===== config.mk =====
export PLATFORM = sky130hd
export DESIGN_NAME = calc2_dut
export DESIGN_NICKNAME = d
export VERILOG_FILES = /design/src/rtl/calc2_dut.sv
export SDC_FILE = /design/constraint.sdc
export NUM_CORES = 2
export LEC_CHECK = 0
export ABC_AREA = 1
export BUFFER_PORTS_ARGS = -buffer_cell sky130_fd_sc_hd__buf_2
export CAP_MARGIN = 30
export CORE_AREA = 5 5 452 454
export CTS_CLUSTER_SIZE = 12
export DETAILED_ROUTE_END_ITERATION = 8
export DIE_AREA = 0 0 457 459
export PLACE_DENSITY_LB_ADDON = 0.05
export SYNTH_ARGS = -nofsm -noshare
export SYNTH_HDL_FRONTEND = slang
export SYNTH_SLANG_ARGS = --single-unit

===== constraint.sdc =====
create_clock -name c_clk -period 15.87 [get_ports c_clk]
set_input_delay 0.7935 -clock c_clk [delete_from_list [all_inputs] [get_ports c_clk]]
set_output_delay 0.7935 -clock c_clk [all_outputs]
set_load 0.1 [all_outputs]

===== src/rtl/calc2_dut.sv =====
// ---------------------------------------------------------------------------
// calc2_dut : four-port tagged integer calculator (add, sub, shl, shr)
//
// Each requester port presents a command with operand1 and a tag in one
// cycle, then operand2 in the next cycle. The request is queued per port,
// a round-robin arbiter issues one request per cycle into a fixed-latency
// execution pipeline, and the result comes back on the same port's
// outputs together with the request tag.
//
// Ports
//   c_clk            functional clock, rising edge
//   reset            synchronous, active-high
//   a_clk, b_clk     scan clocks (unused)
//   scan_in          scan input (unused)
//   scan_out         scan output, tied low
//   reqN_cmd_in[3:0] command: 0 nop, 1 add, 2 sub, 5 shl, 6 shr, others invalid
//   reqN_data_in     operand1 in command cycle, operand2 in the next cycle
//   reqN_tag_in      request tag, sampled in the command cycle
//   out_dataN        result (zero when no response)
//   out_respN        0 none, 1 success, 2 overflow/underflow/invalid
//   out_tagN         tag of the responding request (zero when no response)
// ---------------------------------------------------------------------------
module calc2_dut #(
    parameter int QUEUE_DEPTH = 4,
    parameter int PIPE_LAT    = 3
) (
    input  logic        c_clk,
    input  logic        reset,
    input  logic        a_clk,
    input  logic        b_clk,
    input  logic        scan_in,
    output logic        scan_out,
    input  logic [3:0]  req1_cmd_in,
    input  logic [31:0] req1_data_in,
    input  logic [1:0]  req1_tag_in,
    input  logic [3:0]  req2_cmd_in,
    input  logic [31:0] req2_data_in,
    input  logic [1:0]  req2_tag_in,
    input  logic [3:0]  req3_cmd_in,
    input  logic [31:0] req3_data_in,
    input  logic [1:0]  req3_tag_in,
    input  logic [3:0]  req4_cmd_in,
    input  logic [31:0] req4_data_in,
    input  logic [1:0]  req4_tag_in,
    output logic [31:0] out_data1,
    output logic [1:0]  out_resp1,
    output logic [1:0]  out_tag1,
    output logic [31:0] out_data2,
    output logic [1:0]  out_resp2,
    output logic [1:0]  out_tag2,
    output logic [31:0] out_data3,
    output logic [1:0]  out_resp3,
    output logic [1:0]  out_tag3,
    output logic [31:0] out_data4,
    output logic [1:0]  out_resp4,
    output logic [1:0]  out_tag4
);

    localparam int NPORT  = 4;
    localparam int DATA_W = 32;
    localparam int PW     = $clog2(QUEUE_DEPTH);
    localparam int CW     = $clog2(QUEUE_DEPTH + 1);
    localparam int ENT_W  = 4 + 2 + DATA_W + DATA_W;

    localparam logic [1:0] RESP_OK  = 2'd1;
    localparam logic [1:0] RESP_ERR = 2'd2;

    typedef enum logic {ST_IDLE, ST_OP2} state_t;

    // Scan pins are present only for the test environment.
    logic w_unused_scan;
    assign w_unused_scan = a_clk ^ b_clk ^ scan_in;
    assign scan_out      = 1'b0;

    // Result word is {resp[1:0], data[31:0]}.
    function automatic logic [DATA_W+1:0] f_calc(input logic [3:0]        cmd,
                                                 input logic [DATA_W-1:0] op1,
                                                 input logic [DATA_W-1:0] op2);
        logic [DATA_W:0]   sum;
        logic [DATA_W+1:0] res;
        sum = {1'b0, op1} + {1'b0, op2};
        case (cmd)
            4'd1:    res = sum[DATA_W] ? {RESP_ERR, {DATA_W{1'b0}}} : {RESP_OK, sum[DATA_W-1:0]};
            4'd2:    res = (op2 > op1) ? {RESP_ERR, {DATA_W{1'b0}}} : {RESP_OK, op1 - op2};
            4'd5:    res = {RESP_OK, op1 << op2[4:0]};
            4'd6:    res = {RESP_OK, op1 >> op2[4:0]};
            default: res = {RESP_ERR, {DATA_W{1'b0}}};
        endcase
        return res;
    endfunction

    function automatic logic [PW-1:0] f_inc(input logic [PW-1:0] v);
        return (v == PW'(QUEUE_DEPTH - 1)) ? '0 : v + 1'b1;
    endfunction

    // Gather the per-port input pins into arrays.
    logic [3:0]        w_cmd_in  [NPORT];
    logic [DATA_W-1:0] w_data_in [NPORT];
    logic [1:0]        w_tag_in  [NPORT];

    assign w_cmd_in[0]  = req1_cmd_in;
    assign w_cmd_in[1]  = req2_cmd_in;
    assign w_cmd_in[2]  = req3_cmd_in;
    assign w_cmd_in[3]  = req4_cmd_in;
    assign w_data_in[0] = req1_data_in;
    assign w_data_in[1] = req2_data_in;
    assign w_data_in[2] = req3_data_in;
    assign w_data_in[3] = req4_data_in;
    assign w_tag_in[0]  = req1_tag_in;
    assign w_tag_in[1]  = req2_tag_in;
    assign w_tag_in[2]  = req3_tag_in;
    assign w_tag_in[3]  = req4_tag_in;

    // ---- capture: command/op1 cycle, then op2 cycle ----
    state_t            r_state [NPORT];
    logic [3:0]        r_cmd   [NPORT];
    logic [1:0]        r_tag   [NPORT];
    logic [DATA_W-1:0] r_op1   [NPORT];

    always_ff @(posedge c_clk) begin
        for (int p = 0; p < NPORT; p++) begin
            if (reset) begin
                r_state[p] <= ST_IDLE;
            end else begin
                case (r_state[p])
                    ST_IDLE: if (w_cmd_in[p] != 4'd0) r_state[p] <= ST_OP2;
                    ST_OP2:  r_state[p] <= ST_IDLE;
                    default: r_state[p] <= ST_IDLE;
                endcase
            end
        end
    end

    always_ff @(posedge c_clk) begin
        for (int p = 0; p < NPORT; p++) begin
            if (r_state[p] == ST_IDLE && w_cmd_in[p] != 4'd0) begin
                r_cmd[p] <= w_cmd_in[p];
                r_tag[p] <= w_tag_in[p];
                r_op1[p] <= w_data_in[p];
            end
        end
    end

    // ---- per-port command FIFOs ----
    logic [ENT_W-1:0] r_mem  [NPORT][QUEUE_DEPTH];
    logic [PW-1:0]    r_wptr [NPORT];
    logic [PW-1:0]    r_rptr [NPORT];
    logic [CW-1:0]    r_cnt  [NPORT];
    logic [ENT_W-1:0] w_entry [NPORT];
    logic [NPORT-1:0] w_push;
    logic [NPORT-1:0] w_wr;
    logic [NPORT-1:0] w_pop;
    logic [NPORT-1:0] w_empty;

    always_comb begin
        w_push  = '0;
        w_wr    = '0;
        w_empty = '0;
        for (int p = 0; p < NPORT; p++) begin
            w_entry[p] = {r_cmd[p], r_tag[p], r_op1[p], w_data_in[p]};
            w_push[p]  = (r_state[p] == ST_OP2);
            w_empty[p] = (r_cnt[p] == '0);
            // A full FIFO still accepts a push when the head leaves this cycle.
            w_wr[p]    = w_push[p] && ((r_cnt[p] != CW'(QUEUE_DEPTH)) || w_pop[p]);
        end
    end

    always_ff @(posedge c_clk) begin
        for (int p = 0; p < NPORT; p++) begin
            if (w_wr[p]) r_mem[p][r_wptr[p]] <= w_entry[p];
        end
    end

    always_ff @(posedge c_clk) begin
        for (int p = 0; p < NPORT; p++) begin
            if (reset) begin
                r_wptr[p] <= '0;
                r_rptr[p] <= '0;
                r_cnt[p]  <= '0;
            end else begin
                if (w_wr[p])  r_wptr[p] <= f_inc(r_wptr[p]);
                if (w_pop[p]) r_rptr[p] <= f_inc(r_rptr[p]);
                case ({w_wr[p], w_pop[p]})
                    2'b10:   r_cnt[p] <= r_cnt[p] + 1'b1;
                    2'b01:   r_cnt[p] <= r_cnt[p] - 1'b1;
                    default: r_cnt[p] <= r_cnt[p];
                endcase
            end
        end
    end

    // ---- round-robin arbiter: search starts one past the last grant ----
    logic [1:0]       r_last;
    logic             w_gnt_vld;
    logic [1:0]       w_gnt_port;
    logic [ENT_W-1:0] w_head;

    always_comb begin
        w_gnt_vld  = 1'b0;
        w_gnt_port = '0;
        w_pop      = '0;
        for (int k = 1; k <= NPORT; k++) begin
            if (!w_gnt_vld && !w_empty[r_last + 2'(k)]) begin
                w_gnt_vld  = 1'b1;
                w_gnt_port = r_last + 2'(k);
            end
        end
        w_pop[w_gnt_port] = w_gnt_vld;
    end

    assign w_head = r_mem[w_gnt_port][r_rptr[w_gnt_port]];

    // ---- issue register ----
    logic              r_vld_p0;
    logic [1:0]        r_port_p0;
    logic [3:0]        r_cmd_p0;
    logic [1:0]        r_tag_p0;
    logic [DATA_W-1:0] r_op1_p0;
    logic [DATA_W-1:0] r_op2_p0;

    always_ff @(posedge c_clk) begin
        if (reset) begin
            r_vld_p0 <= 1'b0;
            r_last   <= 2'd3;   // so the first search begins at port 1
        end else begin
            r_vld_p0 <= w_gnt_vld;
            if (w_gnt_vld) r_last <= w_gnt_port;
        end
    end

    always_ff @(posedge c_clk) begin
        r_port_p0 <= w_gnt_port;
        {r_cmd_p0, r_tag_p0, r_op1_p0, r_op2_p0} <= w_head;
    end

    // ---- execution pipeline, PIPE_LAT stages; last stage drives outputs ----
    logic              r_vld_px  [PIPE_LAT];
    logic [1:0]        r_port_px [PIPE_LAT];
    logic [1:0]        r_tag_px  [PIPE_LAT];
    logic [DATA_W+1:0] r_res_px  [PIPE_LAT];

    always_ff @(posedge c_clk) begin
        if (reset) begin
            for (int i = 0; i < PIPE_LAT; i++) r_vld_px[i] <= 1'b0;
        end else begin
            r_vld_px[0] <= r_vld_p0;
            for (int i = 1; i < PIPE_LAT; i++) r_vld_px[i] <= r_vld_px[i-1];
        end
    end

    always_ff @(posedge c_clk) begin
        r_port_px[0] <= r_port_p0;
        r_tag_px[0]  <= r_tag_p0;
        r_res_px[0]  <= f_calc(r_cmd_p0, r_op1_p0, r_op2_p0);
        for (int i = 1; i < PIPE_LAT; i++) begin
            r_port_px[i] <= r_port_px[i-1];
            r_tag_px[i]  <= r_tag_px[i-1];
            r_res_px[i]  <= r_res_px[i-1];
        end
    end

    // ---- output steering: only the addressed port sees a nonzero word ----
    logic [NPORT-1:0]  w_sel;
    logic [DATA_W-1:0] w_odata;
    logic [1:0]        w_oresp;
    logic [1:0]        w_otag;

    assign w_odata = r_res_px[PIPE_LAT-1][DATA_W-1:0];
    assign w_oresp = r_res_px[PIPE_LAT-1][DATA_W+1:DATA_W];
    assign w_otag  = r_tag_px[PIPE_LAT-1];

    always_comb begin
        w_sel = '0;
        for (int p = 0; p < NPORT; p++) begin
            w_sel[p] = r_vld_px[PIPE_LAT-1] && (r_port_px[PIPE_LAT-1] == 2'(p));
        end
    end

    assign out_data1 = w_sel[0] ? w_odata : '0;
    assign out_resp1 = w_sel[0] ? w_oresp : '0;
    assign out_tag1  = w_sel[0] ? w_otag  : '0;
    assign out_data2 = w_sel[1] ? w_odata : '0;
    assign out_resp2 = w_sel[1] ? w_oresp : '0;
    assign out_tag2  = w_sel[1] ? w_otag  : '0;
    assign out_data3 = w_sel[2] ? w_odata : '0;
    assign out_resp3 = w_sel[2] ? w_oresp : '0;
    assign out_tag3  = w_sel[2] ? w_otag  : '0;
    assign out_data4 = w_sel[3] ? w_odata : '0;
    assign out_resp4 = w_sel[3] ? w_oresp : '0;
    assign out_tag4  = w_sel[3] ? w_otag  : '0;

endmodule


; After elaboration in Yosys (flattened, before gate mapping)
; Memories as Yosys holds them, arrays and structs flattened.
; Index checks and enable logic that the tools add are counted.
[word_totals]
latchBits = 0
wordCells = 354
input_bits = 157
mem_bits_rw = 1421
memories = 12
out_inout_bits = 145
rom_bits = 0
reg_bits = 75
[classes]
n_addsub = 21
div_mod_pow = 0
n_bitwise = 41
n_mux = 186
n_mul = 0
magnitude_cmp = 16
reduce_logical = 42
shifts = 2
n_eq_ne = 27
[mem_list]
columns = name, words, width, read_ports, rd_ports_with_merged_regs, write_ports, line
row1 = r_mem, 4, 280, 1, 0, 4, 145  ; logic [ENT_W-1:0] r_mem [NPORT][QUEUE_DEPTH];
row2 = r_op1, 4, 32, 4, 0, 4, 118  ; logic [DATA_W-1:0] r_op1 [NPORT];
row3 = r_res_px, 3, 34, 3, 0, 3, 240  ; logic [DATA_W+1:0] r_res_px [PIPE_LAT];
row4 = r_cmd, 4, 4, 4, 0, 4, 116  ; logic [3:0] r_cmd [NPORT];
row5 = r_cnt, 4, 3, 4, 0, 4, 148  ; logic [CW-1:0] r_cnt [NPORT];
row6 = r_rptr, 4, 2, 5, 0, 4, 147  ; logic [PW-1:0] r_rptr [NPORT];
row7 = 6 more memories, n/a, n/a, n/a, n/a, n/a, n/a
[op_table]
columns = cell, count
row1 = two-way mux 280 bit, 4
row2 = demux 70 bit (select 2 bit), 4
row3 = two-way mux 70 bit, 6
row4 = binary-select mux 70 bit (select 2 bit), 1
row5 = case mux 34 bit (4 select lines), 1
row6 = two-way mux 32 bit, 4
row7 = two-way mux 1 bit, 119
row8 = two-way mux 34 bit, 2
row9 = two-way mux 2 bit, 28
row10 = two-way mux 3 bit, 12
row11 = adder 32 x 32 -> 33 bit, 1
row12 = > comparator 32 bit, 1
row13 = << shifter 32 x 5 -> 32 bit, 1
row14 = right shift 32 x 5 -> 32 bit, 1
row15 = subtractor 32 bit, 1
row16 = OR 1 bit, 31
row17 = "== test 2 bit, second input constant", 14
row18 = logical AND 1 bit, 20
row19 = "adder 2 x 1 -> 2 bit, second input constant", 9
row20 = nonzero test 4 bit, 4
row21 = ">= comparator 3 bit, second input constant", 5
row22 = "< comparator 2 x 3 -> 1 bit, second input constant", 5
row23 = inverter 2 -> 3 bit, 5
row24 = "adder 3 x 1 -> 3 bit, second input constant", 4
row25 = 18 further kinds, 52

; Longest topological paths before layout
; An unclocked memory read counts as a cell.
[depth]
ltp_word = 27
ltp_mapped = 21
mapped_depth_nobuf = 20

; Least setup slack after synthesis
; OpenSTA, ideal clock, no wires.
[synth_path]
kind = reg-to-reg
start = memory r_cnt[3][0] (netlist bit)
end = memory r_mem[0][0] (netlist bit) (enable)
path_stages_with_launch = 15
setup_time_ns = 0.499
path_buffers = 2
required_time_ns = 15.371
arrival_time_ns = 4.965
slack_ns = 10.406
synth_period_minus_slack_ns = 5.464
path_cell_list = edfxtp_1 -> inv_1 -> ha_1 -> nand3_1 -> nand3_1 -> nand2_1 -> a21oi_1 -> nand2_4 -> nand2_2 -> buf_6 -> buf_4 -> nand3_2 -> nand3_1 -> nand2_1 -> nor2_1
[synth_lines]
columns = element, line
row1 = start: declaration, 148
row2 = end: declaration, 145

==> flow_summary.json <==
{
  "status": "finished clean",
  "synth_top_family_by_area": "simple AND/OR/NAND/NOR gates",
  "synth_xor_area_frac": 0.00581,
  "ys_top_cells_by_area": "edfxtp_1 (56%), nand2_1 (11%), nand3_1 (8.5%)",
  "place.gp.congestion": 0.872,
  "clock.fmax_mhz": 159,
  "drive_gt1_frac": 0.0891,
  "critPathKind": "register to register",
  "cts_resized": 0,
  "io_buffers": 297,
  "nets": 7845,
  "overflow": 0,
  "firstDrtPassIters": 5,
  "max_stage_delay_ps": 820,
  "track_usage": 0.213,
  "synth_edf_count": 1303,
  "syn_nets": 7675,
  "synthFlopType": "edfxtp_1",
  "cts_buffer_depth": 3,
  "crit_chain": "inv_1 -> ha_1 -> nand3_1 -> nand3_1 -> nand2_1 -> inv_1 -> nand3_2 -> nand2_8 -> nand2_8 -> inv_2 -> nand2_1 -> nand3_1 -> nand2_1 -> nor2_4 -> buf_4 -> buf_4",
  "areaGrowthSynthToFinish_pct": 13.7,
  "syn_area_per_cell_sq_um": 9.36,
  "dieArea_sq_um": 210000,
  "synth_top_area_share": 0.564,
  "syn-instance-count": 7415,
  "fillers": 19771,
  "cts-htree-levels": 4,
  "numCtsBuffers": 172,
  "setup_viol_count_final": 0,
  "clk_pin_slew_worst_paths_ps": 60,
  "drc_errors": 0,
  "critical_path_required_ps": 16290,
  "synth.yosys.warnings": 0,
  "critPathTopFamily": "simple AND/OR/NAND/NOR gates",
  "tightest_slew_ps": 1040,
  "wl_per_cell_um": 22.1,
  "root_buffer": "clkbuf_16",
  "critPathMaxFanout": 117,
  "synth_area_leader_cell": "edfxtp_1",
  "drtIter0Drc": 3812,
  "post_cts_buffers": 0,
  "path_buf_inv": 5,
  "relSlewSlack": 0.303,
  "antenna_found_initial": 37,
  "dp_hpwl_mm": 139,
  "setup_tns_ps": 0,
  "die_h_um": 459,
  "hold_viol_final": 0,
  "rows": 164,
  "ys_types": 46,
  "worst_setup_path_start_kind": "register",
  "seq_area_frac_synth": 0.620,
  "rsz0062_at_grt": "false",
  "fin_crit_ps": 6290,
  "hold_class": "primary input to register",
  "vias_per_cell": 4.80,
  "coreArea_sq_um": 199000,
  "pin_count": 302,
  "cts_sinks": 1496,
  "slowest_stage": "buf_4",
  "min_period_over_period": 0.397,
  "ys_ff_latch": 1496,
  "cts_tree": "built",
  "maxCapViolCount": 0,
  "synth_compound_area_frac": 0.0325,
  "netlist_area_sq_um": 69400,
  "crit_path_end_kind": "register",
  "chipWidth_um": 457,
  "holdBufCountCts": 0,
  "antenna_left": 0,
  "grt_max_degree": 172,
  "arrival_ps": 6710,
  "grt_pass1_vias": 47273,
  "maxSlewViolCount": 0,
  "grt_pass1_wl_mm": 331,
  "finClkSkew_ps": 27.4,
  "vias": 49893,
  "synthSimpleGateAreaFrac": 0.223,
  "async_flop_share": 0,
  "clk_latency_ps": 820,
  "synth_fa_ha_area_frac": 0.0189,
  "routed_wl_mm": 230,
  "synth.area.mux_share": 0.000721,
  "start_util": 0.348
}
stage by stage:
| step | setup slack (ps) | instance area (sq um) | utilization | instances | hold WS (ps) |
|---|---|---|---|---|---|
| 4_1_cts | 9500 | 78800 | 0.396 | 10388 | 78.5 |
| 3_3_place_gp | 9580 | 73300 | 0.368 | 10060 | 310 |
| 6_report | 9580 | 78900 | 0.396 | 10402 | 163 |
| 5_1_grt | 9180 | 78900 | 0.396 | 10394 | 105 |
| 3_5_place_dp | 9530 | 73400 | 0.368 | 10066 | 312 |
| 2_1_floorplan | 10410 | 69400 | - | 7415 | 310 |
cell type report:
class	count	area (sq um)	share of cell area
diodes	13	32.5	0.000412
clock buffers	244	4810	0.0610
clock inverters	78	636	0.00806
inverters	1352	5080	0.0644
multi-input cells	4175	19700	0.250
flip-flops and latches	1496	43000	0.545
well taps	2656	3320	0.0421
repair buffers	388	2310	0.0293
cells in the final DEF, fill, tap and decap left out, types with 6 or more instances in the layout:
master,count
xnor2_1,7
clkbuf_8,15
inv_6,8
nand3_2,8
a21oi_1,131
nor2_1,318
o21bai_1,8
clkinv_1,31
dfxtp_1,189
diode_2,13
bufinv_16,6
a31oi_1,17
nand2_1,1946
nor4_1,6
o22ai_1,18
clkinv_2,26
or2_2,8
nand3_1,1181
o21ai_0,189
xor2_1,39
buf_4,82
edfxtp_1,1303
nand4_1,7
clkbuf_1,52
nor2_4,21
nor3_1,25
buf_2,297
ha_1,100
o211ai_1,27
nand3b_1,72
inv_1,1344
clkbuf_16,176
worst reg2reg max path: stages, from the launching register on:
cell and delay (ps):
edfxtp_1 410, inv_1 110, ha_1 230, nand3_1 180, nand3_1 130, nand2_1 120, inv_1 140, nand3_2 150
nand2_8 480, nand2_8 750, inv_2 360, nand2_1 150, nand3_1 120, nand2_1 290, nor2_4 750, buf_4 640
buf_4 860
registers in the layout (all words and copies together), names as in the netlist, 12 cells and up:
register / count
r_res_px: 102
r_cmd: 16
r_op2_p0: 32
r_cnt: 12
r_op1_p0: 32
r_op1: 128
r_mem: 1120
cell usage after synthesis, types with 8 or more instances:
library cell	count
edfxtp_1	1303
nand3b_1	72
buf_2	187
nor2_1	338
buf_4	11
o22ai_1	18
o21ai_0	189
nand3_1	1185
a31oi_1	17
xor2_1	39
nor3_1	26
inv_1	1345
clkbuf_1	152
or2_2	8
o211ai_1	27
buf_1	27
ha_1	100
buf_6	15
o21bai_1	8
nand2_1	1949
dfxtp_1	193
a21oi_1	131
worst paths after layout:
check	start	cells after the start	slack, ps	to
max reg2reg	r_cnt[3][0]	16	9580	r_mem[3][117]
min reg2reg	r_res_px[0][14]	0	300	r_res_px[0][48]
max	r_cnt[3][0]	16	9580	r_mem[3][117]
min	req3_tag_in[0]	1	160	r_tag[2][0]
kinds of logic (layout without fill, tap and decap cells):
family,count (synthesis),after routing
flip-flops,1496,1496
adder cells (fa/ha/maj),103,103
AND/OR/NAND/NOR,3607,3607
other,1,14
multiplexers,5,5
XOR/XNOR,46,46
buffers and inverters,1744,2062
AO/OA/AOI/OAI,413,413
per-layer routing:
metal	track usage	share of wire	up-vias
met5	0	0	-
met4	0.0475	0.017	0
met3	0.0307	0.048	255
met2	0.353	0.47	1233
met1	0.298	0.46	24097
li1	-	-	24308
Power is not shown: default switching activity piles up to over one toggle a cycle in this logic, so the estimate is an artifact.
